<file path="config.mk">
export PLATFORM = sky130hd
export DESIGN_NAME = alu_operand_stage_flat
export DESIGN_NICKNAME = d
export VERILOG_FILES = /design/src/rtl/alu_operand_stage_pkg.sv /design/src/rtl/alu_operand_stage_if.sv /design/src/rtl/alu_skid_buf.sv /design/src/rtl/alu_operand_stage.sv /design/src/flat_wrapper.sv
export SDC_FILE = /design/constraint.sdc
export NUM_CORES = 1
export LEC_CHECK = 0
export BUFFER_PORTS_ARGS = -buffer_cell sky130_fd_sc_hd__buf_4
export CAP_MARGIN = 20
export CELL_PAD_IN_SITES_DETAIL_PLACEMENT = 0
export CELL_PAD_IN_SITES_GLOBAL_PLACEMENT = 1
export CORE_MARGIN = 2
export CORE_UTILIZATION = 33
export CTS_CLUSTER_DIAMETER = 40
export DETAILED_ROUTE_END_ITERATION = 10
export PLACE_DENSITY = 0.88
export SLEW_MARGIN = 10
export SYNTH_ARGS = -nofsm -noshare
export SYNTH_HDL_FRONTEND = slang
export SYNTH_SLANG_ARGS = --single-unit
export TNS_END_PERCENT = 5
</file>
<file path="constraint.sdc">
create_clock -name clk -period 1.8 [get_ports clk]
set_clock_uncertainty 0.05 [all_clocks]
set_input_delay 0.18 -clock clk [delete_from_list [all_inputs] [get_ports clk]]
set_output_delay 0.18 -clock clk [all_outputs]
set_load 0.05 [all_outputs]
</file>
<file path="src/rtl/alu_operand_stage_pkg.sv">
// Shared select codes and skid-buffer occupancy type for the ALU operand stage.
package alu_operand_stage_pkg;

  // Operand-1 bus slot assignments (6502 datapath names).
  typedef enum logic [3:0] {
    SRC1_A   = 4'd0,
    SRC1_BAL = 4'd1,
    SRC1_BAH = 4'd2,
    SRC1_ADL = 4'd3,
    SRC1_PCL = 4'd4,
    SRC1_PCH = 4'd5,
    SRC1_DC  = 4'd6
  } src1_sel_e;

  // Operand-2 bus slot assignments.
  typedef enum logic [3:0] {
    SRC2_IMM         = 4'd0,
    SRC2_ADV         = 4'd1,
    SRC2_X           = 4'd2,
    SRC2_BAV         = 4'd3,
    SRC2_Y           = 4'd4,
    SRC2_OFFSET      = 4'd5,
    SRC2_SP          = 4'd6,
    SRC2_TEMP_STATUS = 4'd7
  } src2_sel_e;

  // Forwarded-result code for the default eight-slot configuration.
  typedef enum logic [3:0] {
    SRC_FWD = 4'd8
  } src_fwd_e;

  // Skid buffer occupancy.
  typedef enum logic [1:0] {
    OCC_EMPTY = 2'd0,
    OCC_ONE   = 2'd1,
    OCC_FULL  = 2'd2
  } occ_e;

endpackage

</file>
<file path="src/rtl/alu_operand_stage_if.sv">
// Capture/output handshake and operand source bundle for the ALU operand stage.
interface alu_operand_stage_if #(
  parameter int unsigned W     = 8,
  parameter int unsigned N1    = 8,
  parameter int unsigned N2    = 8,
  parameter int unsigned SEL_W = 4
);
  logic              in_valid;
  logic              in_ready;
  logic [SEL_W-1:0]  src1_sel;
  logic [SEL_W-1:0]  src2_sel;
  logic [N1*W-1:0]   src1_bus;
  logic [N2*W-1:0]   src2_bus;
  logic              inv2;
  logic              cin;
  logic [W-1:0]      alu_result;
  logic              alu_result_valid;
  logic              out_valid;
  logic              out_ready;
  logic [W-1:0]      in1;
  logic [W-1:0]      in2;
  logic              out_cin;

  // Upstream/ALU side: drives requests, sources and consumption.
  modport master (
    output in_valid, src1_sel, src2_sel, src1_bus, src2_bus, inv2, cin,
           alu_result, alu_result_valid, out_ready,
    input  in_ready, out_valid, in1, in2, out_cin
  );

  // Operand stage side.
  modport slave (
    input  in_valid, src1_sel, src2_sel, src1_bus, src2_bus, inv2, cin,
           alu_result, alu_result_valid, out_ready,
    output in_ready, out_valid, in1, in2, out_cin
  );
endinterface

</file>
<file path="src/rtl/alu_skid_buf.sv">
// Two-entry valid/ready skid buffer; head entry is held in the output register.
module alu_skid_buf
  import alu_operand_stage_pkg::*;
#(
  parameter int unsigned DW = 17
) (
  input  logic          clk,
  input  logic          rst,
  input  logic          in_valid,
  output logic          in_ready,
  input  logic [DW-1:0] in_data,
  output logic          out_valid,
  input  logic          out_ready,
  output logic [DW-1:0] out_data
);

  occ_e          state_q, state_d;
  logic [DW-1:0] head_q, skid_q;
  logic          push, pop;
  logic          load_head_in, load_head_skid, load_skid;

  // Occupancy register.
  always_ff @(posedge clk) begin
    if (rst) state_q <= OCC_EMPTY;
    else     state_q <= state_d;
  end

  // Occupancy update from capture/transfer.
  always_comb begin
    state_d = state_q;
    unique case (state_q)
      OCC_EMPTY: if (push) state_d = OCC_ONE;
      OCC_ONE: begin
        if (push && !pop)      state_d = OCC_FULL;
        else if (!push && pop) state_d = OCC_EMPTY;
      end
      OCC_FULL:  if (pop) state_d = OCC_ONE;
      default:   state_d = OCC_EMPTY;
    endcase
  end

  // Handshake outputs and data-register load enables, all from registered occupancy.
  always_comb begin
    in_ready       = !rst && (state_q != OCC_FULL);
    out_valid      = (state_q != OCC_EMPTY);
    push           = in_valid && in_ready;
    pop            = out_valid && out_ready;
    // A capture goes straight to the head when the head is free or leaving this cycle.
    load_head_in   = push && ((state_q == OCC_EMPTY) || pop);
    load_skid      = push && (state_q == OCC_ONE) && !pop;
    load_head_skid = pop && (state_q == OCC_FULL);
  end

  // Head and skid payload registers.
  always_ff @(posedge clk) begin
    if (rst) begin
      head_q <= '0;
      skid_q <= '0;
    end else begin
      if (load_head_in)        head_q <= in_data;
      else if (load_head_skid) head_q <= skid_q;
      if (load_skid)           skid_q <= in_data;
    end
  end

  assign out_data = head_q;

endmodule

</file>
<file path="src/rtl/alu_operand_stage.sv">
// ALU operand selector: source/forward mux, operand-2 inversion and skid-buffered output.
module alu_operand_stage
  import alu_operand_stage_pkg::*;
#(
  parameter int unsigned W     = 8,
  parameter int unsigned N1    = 8,
  parameter int unsigned N2    = 8,
  parameter int unsigned SEL_W = 4
) (
  input  logic               clk,
  input  logic               rst,
  alu_operand_stage_if.slave io
);

  logic [W-1:0]   fwd_q;
  logic [W-1:0]   fwd_val;
  logic [W-1:0]   op1, op2_sel, op2;
  logic [2*W:0]   cap_payload;
  logic [2*W:0]   out_payload;

  // Last valid ALU result, tracked regardless of the handshake.
  always_ff @(posedge clk) begin
    if (rst)                      fwd_q <= '0;
    else if (io.alu_result_valid) fwd_q <= io.alu_result;
  end

  // Same-cycle result bypasses the forward register.
  always_comb begin
    fwd_val = io.alu_result_valid ? io.alu_result : fwd_q;
  end

  // Operand 1: bus slot, forwarded value, or zero for out-of-range codes.
  always_comb begin
    op1 = '0;
    for (int unsigned k = 0; k < N1; k++) begin
      if (32'(io.src1_sel) == k) op1 = io.src1_bus[k*W +: W];
    end
    if (32'(io.src1_sel) == N1) op1 = fwd_val;
  end

  // Operand 2: same selection rule, then optional inversion.
  always_comb begin
    op2_sel = '0;
    for (int unsigned k = 0; k < N2; k++) begin
      if (32'(io.src2_sel) == k) op2_sel = io.src2_bus[k*W +: W];
    end
    if (32'(io.src2_sel) == N2) op2_sel = fwd_val;
    op2 = io.inv2 ? ~op2_sel : op2_sel;
  end

  assign cap_payload = {io.cin, op2, op1};

  alu_skid_buf #(
    .DW (2*W + 1)
  ) u_skid (
    .clk       (clk),
    .rst       (rst),
    .in_valid  (io.in_valid),
    .in_ready  (io.in_ready),
    .in_data   (cap_payload),
    .out_valid (io.out_valid),
    .out_ready (io.out_ready),
    .out_data  (out_payload)
  );

  assign io.in1     = out_payload[W-1:0];
  assign io.in2     = out_payload[2*W-1:W];
  assign io.out_cin = out_payload[2*W];

endmodule

</file>
<file path="src/flat_wrapper.sv">
// flat-port wrapper written by rule: the top's interface ports become plain ports
module alu_operand_stage_flat import alu_operand_stage_pkg::*;
#(
  parameter int unsigned W     = 8,
  parameter int unsigned N1    = 8,
  parameter int unsigned N2    = 8,
  parameter int unsigned SEL_W = 4
)
  (clk, rst, io_in_valid, io_src1_sel, io_src2_sel, io_src1_bus, io_src2_bus, io_inv2, io_cin, io_alu_result, io_alu_result_valid, io_out_ready, io_in_ready, io_out_valid, io_in1, io_in2, io_out_cin);
  alu_operand_stage_if #(.W(W), .N1(N1), .N2(N2), .SEL_W(SEL_W)) io_i ();
  input  logic clk;
  input  logic rst;
  input wire logic [$bits(io_i.in_valid)-1:0] io_in_valid;
  input wire logic [$bits(io_i.src1_sel)-1:0] io_src1_sel;
  input wire logic [$bits(io_i.src2_sel)-1:0] io_src2_sel;
  input wire logic [$bits(io_i.src1_bus)-1:0] io_src1_bus;
  input wire logic [$bits(io_i.src2_bus)-1:0] io_src2_bus;
  input wire logic [$bits(io_i.inv2)-1:0] io_inv2;
  input wire logic [$bits(io_i.cin)-1:0] io_cin;
  input wire logic [$bits(io_i.alu_result)-1:0] io_alu_result;
  input wire logic [$bits(io_i.alu_result_valid)-1:0] io_alu_result_valid;
  input wire logic [$bits(io_i.out_ready)-1:0] io_out_ready;
  output wire logic [$bits(io_i.in_ready)-1:0] io_in_ready;
  output wire logic [$bits(io_i.out_valid)-1:0] io_out_valid;
  output wire logic [$bits(io_i.in1)-1:0] io_in1;
  output wire logic [$bits(io_i.in2)-1:0] io_in2;
  output wire logic [$bits(io_i.out_cin)-1:0] io_out_cin;
  assign io_i.in_valid = io_in_valid;
  assign io_i.src1_sel = io_src1_sel;
  assign io_i.src2_sel = io_src2_sel;
  assign io_i.src1_bus = io_src1_bus;
  assign io_i.src2_bus = io_src2_bus;
  assign io_i.inv2 = io_inv2;
  assign io_i.cin = io_cin;
  assign io_i.alu_result = io_alu_result;
  assign io_i.alu_result_valid = io_alu_result_valid;
  assign io_i.out_ready = io_out_ready;
  assign io_in_ready = io_i.in_ready;
  assign io_out_valid = io_i.out_valid;
  assign io_in1 = io_i.in1;
  assign io_in2 = io_i.in2;
  assign io_out_cin = io_i.out_cin;
  alu_operand_stage #(.W(W), .N1(N1), .N2(N2), .SEL_W(SEL_W)) u_core (.clk(clk), .rst(rst), .io(io_i));
endmodule
</file>
==> implementation parameters <==
Parameter                              Value

Outcome
  Run status ... completed

Critical path
  Critical path startpoint category ... register
  CP Class ... register to register
  Data arrival, critical path ... approximately 1.8 ns
  Data required, critical path ... about 1.9 ns
  Top delay family on crit path ... simple AND/OR/NAND/NOR gates
  Crit path capture type ... register
  CP Buf/Inv Count ... 0
  Cells along the critical path ... or2_2 -> a21o_1 -> nor4b_1 -> nor4_2
  Crit path max fanout ... 9
  Delay contributed by the slowest stage of the critical path ... around 0.42 ns
  Master of the slowest instance on the critical path ... nor4b_1

Clock tree
  Clock Sink Count ... 44
  Worst-skew pair later-pin latency ... roughly 0.31 ns
  Cell chosen for the clock root ... clkbuf_8
  CTS HTree Levels ... 2
  # Post-CTS Setup Buffers ... 0
  TritonCTS buffer count ... 5
  Post-CTS Hold Buffers ... 0
  CTS tree ... done
  Max clock buf depth ... 2
  Clk pin slew, worst setup/hold paths ... roughly 0.09 ns
  Resized Gates After CTS ... 0

Detailed routing
  Overall routed net length ... approximately 11000 µm
  Via count ... between 3000 and 4000
  Remaining DRCs ... 0
  DR pass1 iterations ... 5
  Wire per inst ... approximately 16 µm
  Initial DRC count ... between 150 and 200
  Number of routed nets with antenna violations ... 0
  Vias/cell ... 5.232

Yosys
  Leading area contributor after synthesis ... dfxtp_1
  Sequential cell area fraction in the yosys report ... about a quarter
  Flops & latches, synth ... 44
  Most frequently used flop master after synthesis ... dfxtp_1
  Avg Cell Area, Syn ... 8.257 µm²
  Distinct cell type count of the synthesized netlist ... 66
  Share of flip-flops with an asynchronous set or reset after synthesis ... 0%
  Most area-consuming cells after synthesis ... dfxtp_1 (25%), mux2i_1 (8.7%), nand2_1 (4.9%)
  Number of cells produced by synthesis ... around 420
  Most frequent cells after synthesis ... nand2_1 (45), dfxtp_1 (44), nor2_1 (40)
  Most frequently used cell type in the post-synthesis netlist ... nand2_1
  Yosys warning total ... 0
  Mapped Nets ... ~570
  Summed instance area of the synthesized netlist ... roughly 0.0035 mm²
  Post-synth top area share ... between 20% and 30%
  Number of synthesized flops with an enable pin ... 0

STA
  Unrepaired setup endpoints after global routing ... no
  Crit share post-route ... roughly 91%
  Final Max Slew Viols ... 0
  Setup slack of the critical path after layout ... 0.1701 ns
  Sum of negative setup slack ... 0 ns
  Worst Tran Pin Value ... between 0.4 and 0.5 ns
  Maximum operating frequency ... between 0.6 and 0.7 GHz
  Min Clock Period, post-route ... ~1.6 ns
  Final setup fails ... 0
  Endpoints failing hold ... 0
  Max-slew headroom ... roughly 70%

GRT
  Global-route total usage across every layer ... between 10% and 20%
  First-pass GRT wire length ... ~18000 µm
  Remaining Overflow, GRT ... 0
  Number of antenna violations at the first check in global routing ... 0
  Via count of the first global-routing pass ... 3756
  Maximum number of pins on one net before global-route repair ... 43

Place
  Post-Place Setup Slack ... -0.03870 ns
  Port-buffer cells ... 169
  Routability congestion estimate ... approximately 0.84
  Sum of net half-perimeters after detailed placement ... about 9200 µm

Floorplan
  Placement Rows ... 37
  Area of the die ... 0.01132 mm²
  Top-Level Pins ... between 150 and 200
  Area inside the core boundary ... approximately 0.01 mm²
  Chip Height ... 106.4 µm
  Starting utilization of the core area ... between 30% and 40%
  Width of the die ... 106.4 µm

Finish
  Nets ... ~730
  Fill cell total of the finished layout ... just under 1000
  Area overhead of the layout relative to synthesis ... 43.15%
  Share of layout cells above drive strength 1 ... between 30% and 40%
  Antenna fix cells ... 0

Run
  Max Cap Violations ... 0

Power
  Static power due to leakage ... between 2 and 2.5 nW
  Largest voltage drop on the vdd net ... 0.0002737 V
  Power density over cell area ... ~540 mW/mm²

Hold path
  Path type of the worst min-delay path ... input pin to register
## stage by stage
stage | instances | util, % | cell area, µm² | power [mW] | hold slack [ns]
2_1_floorplan | 419 | - | 3460 | 1.637 | 0.2660
3_3_place_gp | 709 | 47.46 | 4856 | 2.043 | 0.3923
6_report | 717 | 48.40 | 4952 | 2.695 | 0.07612
3_5_place_dp | 709 | 47.46 | 4856 | 2.057 | 0.3967
4_1_cts | 717 | 48.40 | 4952 | 2.709 | 0.07437
5_1_grt | 717 | 48.40 | 4952 | 2.834 | 0.07668
## cells in the final DEF, fill, tap and decap left out, types with 3 or more instances in the layout
master	synthesis	routed
nand2_1	45	45
o22a_1	6	6
nand3b_1	5	5
and3_1	6	6
o31ai_1	5	5
mux2i_1	30	30
o21ai_0	11	11
nand2b_1	10	10
nand3_1	7	7
o221ai_1	5	5
dfxtp_1	44	44
a222oi_1	3	3
a21oi_1	31	31
buf_12	0	3
a211oi_1	12	12
o21ai_1	8	8
xor2_1	4	4
nor2b_1	18	18
a22oi_1	12	12
mux4_2	5	5
nor2_1	40	40
a31oi_1	5	5
a22o_1	4	4
mux2_2	12	12
o22ai_1	8	8
clkbuf_8	0	6
buf_4	3	186
## metal layers
metal / GRT usage [%] / vias to the layer above / part of all wire [%]
li1: - / 1883 / -
met1: 22.18 / 1705 / 40
met2: 36.17 / 150 / 51
met3: 4.476 / 13 / 7.6
met4: 4.793 / 0 / 1.5
met5: 0 / - / 0
## sequential cells by signal (all words and copies together), names as in the netlist
register,count
u_core.fwd_q,8
u_core.u_skid.skid_q,17
u_core.u_skid.out_data,17
u_core.u_skid.state_q,2
## where the power goes
group          internal (mW)  total [mW]  switching, mW
registers               1.02        1.05         0.0300
logic                  0.493       0.977          0.484
clock network          0.314       0.664          0.350
## worst register-to-register path: stages, from the launching register on
cell and delay [ns]:
dfxtp_1 0.35, or2_2 0.33, a21o_1 0.27, nor4b_1 0.42
nor4_2 0.10
## logic make-up after synthesis
| group | after synthesis | share of synthesized area, % |
|---|---|---|
| xor gates and xnor gates | 5 | 1.266 |
| muxes | 47 | 15.84 |
| AOI/OAI and AO/OA | 131 | 26.11 |
| adders and majority gates | 1 | 0.3616 |
| buffers and inverters | 37 | 7.016 |
| DFF | 44 | 25.46 |
| and+or+nand+nor | 154 | 23.94 |
## cell type report
class	count	area (µm²)	share of cell area, %
inverter	2	7.507	0.1516
timing repair buffer	189	1456	29.41
tap	136	170.2	3.436
clock buffer	6	82.58	1.668
clock inverter	2	13.76	0.2779
multi-input combinational	338	2341	47.27
sequential	44	880.8	17.79
## worst paths after layout
path,depth (start not counted),slack [ns],endpoint,startpoint
hold reg to reg,2,0.41,u_core.u_skid.skid_q[0]$_SDFFE_PP0P_,u_core.u_skid.skid_q[0]$_SDFFE_PP0P_
hold / removal,3,0.08,u_core.u_skid.skid_q[16]$_SDFFE_PP0P_,io_cin
setup / recovery,4,0.17,u_core.u_skid.out_data[14]$_SDFFE_PP0P_,u_core.u_skid.state_q[0]$_SDFFE_PP0P_
setup reg to reg,4,0.17,u_core.u_skid.out_data[14]$_SDFFE_PP0P_,u_core.u_skid.state_q[0]$_SDFFE_PP0P_
Note: power is estimated with default switching activity, not from simulation.
